$ cat config.mk
export PLATFORM = sky130hd
export DESIGN_NAME = gated_sr_nor_latch
export DESIGN_NICKNAME = d
export VERILOG_FILES = /design/src/rtl/gated_sr_nor_latch.sv
export SDC_FILE = /design/constraint.sdc
export NUM_CORES = 1
export LEC_CHECK = 0
export CORE_AREA = 2 2 39 41
export DETAILED_ROUTE_END_ITERATION = 8
export DIE_AREA = 0 0 41 43
export PLACE_DENSITY = 0.3
export SKIP_CTS_REPAIR_TIMING = 1
export SYNTH_ARGS = -nofsm -noshare
export SYNTH_HDL_FRONTEND = slang
export SYNTH_SLANG_ARGS = --single-unit
$ cat constraint.sdc
create_clock -name clk -period 1.2 [get_ports clk]
set_clock_uncertainty 0.05 [all_clocks]
set_input_delay 0.24 -clock clk [delete_from_list [all_inputs] [get_ports clk]]
set_output_delay 0.24 -clock clk [all_outputs]
set_load 0.01 [all_outputs]
$ cat src/rtl/gated_sr_nor_latch.sv
// Clocked model of a gated NOR SR latch. SET, CLR and FORBID are encoded directly as {q, q_}.
// Optional macro GATED_SR_NOR_LATCH_INVALID_FLAG_EN adds a registered 'invalid' output that flags FORBID.
module gated_sr_nor_latch #(
  parameter logic RESET_Q = 1'b0
) (
  input  logic clk,
  input  logic rst,
  input  logic s,
  input  logic r,
  input  logic en,
  output logic q,
  output logic q_
`ifdef GATED_SR_NOR_LATCH_INVALID_FLAG_EN
  ,
  output logic invalid
`endif
);

  typedef enum logic [1:0] {
    FORBID = 2'b00,
    CLR    = 2'b01,
    SET    = 2'b10
  } state_t;

  localparam state_t RESET_STATE = RESET_Q ? SET : CLR;

  state_t state_q;
  state_t state_d;

  always_ff @(posedge clk) begin
    if (rst) begin
      state_q <= RESET_STATE;
    end else begin
      state_q <= state_d;
    end
  end

  // A hold request while in FORBID resolves reset-dominant, so the latch drops to CLR.
  always_comb begin
    state_d = state_q;
    if (en) begin
      unique case ({s, r})
        2'b10:   state_d = SET;
        2'b01:   state_d = CLR;
        2'b11:   state_d = FORBID;
        default: state_d = (state_q == FORBID) ? CLR : state_q;
      endcase
    end
  end

  assign q  = state_q[1];
  assign q_ = state_q[0];

`ifdef GATED_SR_NOR_LATCH_INVALID_FLAG_EN
  logic invalid_q;

  always_ff @(posedge clk) begin
    if (rst) begin
      invalid_q <= 1'b0;
    end else begin
      invalid_q <= (state_d == FORBID);
    end
  end

  assign invalid = invalid_q;
`endif

endmodule

==> impl_results.md <==
- Most common cell after layout, fill and taps aside: clkdlybuf4s50_1
- Max reg flops: 2
- GRT Resource Usage Total: 4.810%
- Flop-to-flop setup slack: 170 ps
- IO Port Bufs: 6
- Avg Vias per Cell: 2.879
- Minimum clock period: 1137 ps
- CP Capture Type: flop
- Hold path depth: 2
- Worst R2R End: state_q[0]$_SDFFE_PP1P_
- R2r startpoint: state_q[1]$_SDFFE_PP0P_
- Worst-Skew Late Latency: 220 ps
- Cts bufs inserted: 3
- Mapped cell area: 80.08 sq um
- GPL Wtd Cong: 0.5155
- Routed len/inst: 7.667 um
- Largest net degree at the start of global routing: 5
- Hold Path End: state_q[1]$_SDFFE_PP0P_
- P per Cell Area: 1324 nW/um^2
- Final setup viols: 0
- Share of cells above drive strength 1: 17.65%
- MaxCap Viol Count: 0
- Static Leak: 0.08080 nW
- Fin. max-slew vios: 0
- Vias post-DR: 95
- RSZ-0062 raised after global routing: false
- Netlist cell types: 7
- Crit path max fanout: 2
- Most frequent cells in the layout: clkdlybuf4s50_1, clkbuf_4, dlymetal6s2s_1, dfxtp_1
- Synth area leaders: dfxtp_1, a31o_1, or3b_1
- Critical Path Slowest Stage Cell: clkdlybuf4s50_1
- Initial cell density of the core: 5.787%
- CTS tree: built
- Final Cycle Share: 94.71%
- Post-Synthesis Cells: 8
- DRT Pass-1 Iters: 2
- Yosys reg bits: 2
- Row count: 14
- Layout area overhead: 134.4%
- Ant. Diodes: 0
- Peak supply drop: 0.3751 mV
- Number of buffers and inverters on the critical path: 1
- Yosys top cell by area: dfxtp_1
- Longest Clk Path Bufs: 2
- Core ar.: 1384 sq um
- H-tree levels: 1
- First-pass GRT wire length: 462 um
- Avg Cell Area, Syn: 10.01 sq um
- Slowest cell delay on critical path: 420 ps
- Root Buffer: clkbuf_4
- Clock-pin slew on the worst setup and hold paths: 30 ps
- Hold Vio Cnt, Final: 0
- Nets: 24
- Overall power: 0.2485 mW
- Multi-input gate area: 40.04 sq um
- Die width: 41 um
- Critical Path RT: 1260 ps
- FILL cells: 155
- Post-synth top area share: 50.00%
- Yosys warnings: 0
- CP top delay family: buffers and inverters
- Kind of critical path: input port to flop
- HP Start: state_q[1]$_SDFFE_PP0P_
- DRT iter0 DRCs: 1
- Final instance area: 187.7 sq um
- Cells along the critical path: clkdlybuf4s50_1 -> or3b_1 -> a31o_1
- CTS Sinks: 2
- Slew Limit Headroom: 88.78%
- Final ANT Viol Nets: 0
- HP Class: flop to flop
- Syn nets: 13
- Full die area: 1763 sq um
- DIE HEIGHT: 43 um
- Post-Place Cell Area: 160.2 sq um
- Reg with most FFs: state_q
- Sequential share of the synthesized area: 50.00%
- Grt ovf: 0
- Io pins: 7
- Largest regs: state_q: 2 flops
- Worst R2R Path Depth: 2
- Initial antenna violation count: 0
- Vias in the first global route: 112
- Least-Margin Pin Slew: 167.3 ps
- Run status: complete, no violations
- Seq. cell area: 40.04 sq um
- Routed wire length: 253 um
- Fmax: 0.8799 GHz
- CP arrival: 1190 ps
- Startpoint Class: input port
- DRC viols: 0
[Yosys cell counts (all sizes together)]
cell	n
nand2	1
or2	1
dfxtp	2
a21oi	1
a31o	1
a211oi	1
or3b	1
[where the power goes]
group	internal, mW	switching (mW)
Clock	0.110	0.0343
Combinational	0.0208	0.00995
Sequential	0.0710	0.00247
[layout make-up]
class,count,share of cell area (%)
tap,16,10.67
multi-input combinational,6,21.33
clock buffer,3,12.00
timing repair buffer,6,34.67
sequential,2,21.33
[per-layer routing]
| metal | GRT usage, % | vias up | part of all wire [%] |
|---|---|---|---|
| met5 | 0 | - | 0 |
| met4 | 4.000 | 0 | 2.4 |
| met3 | 7.853 | 2 | 25 |
| met2 | 2.813 | 7 | 20 |
| met1 | 5.751 | 37 | 52 |
| li1 | - | 49 | - |
[worst reg2reg max path, cell delays in order (launching register included)]
cell and delay [ps]:
dfxtp_1 330, or3b_1 350, a31o_1 180
[how the worst max path moves through the flow]
stage                                  startpoint                       to  slack [ps]  depth (start not counted)
final                                           r  state_q[0]$_SDFFE_PP1P_          60                          3
after global routing                            r  state_q[0]$_SDFFE_PP1P_          50                          3
after CTS                 state_q[1]$_SDFFE_PP0P_                        q        -210                          1
after detailed placement                        r  state_q[0]$_SDFFE_PP1P_        -170                          3
after global placement                          r  state_q[0]$_SDFFE_PP1P_        -150                          3
after floorplan           state_q[1]$_SDFFE_PP0P_  state_q[0]$_SDFFE_PP1P_         160                          2
[through the flow]
step | hold WS (ps) | setup slack (ps) | setup TNS [ps] | std cells | utilization, %
2_1_floorplan | 268.5 | 160.0 | 0 | 8 | -
6_report | 469.8 | 63.48 | 0 | 33 | 13.56
3_5_place_dp | 470.4 | -165.5 | -165.5 | 30 | 11.57
3_3_place_gp | 465.3 | -148.1 | -148.1 | 30 | 11.57
5_1_grt | 543.4 | 45.30 | 0 | 33 | 13.56
4_1_cts | 476.5 | -209.7 | -402.2 | 33 | 13.20
[kinds of logic (layout without fill, tap and decap cells)]
kind of cell | Yosys count | in the layout | share of synthesized area [%]
simple gates | 3 | 3 | 23.44
compound gates | 3 | 3 | 26.56
buf+inv | 0 | 9 | 0
flops | 2 | 2 | 50.00
(Power assumes the default switching activity.)
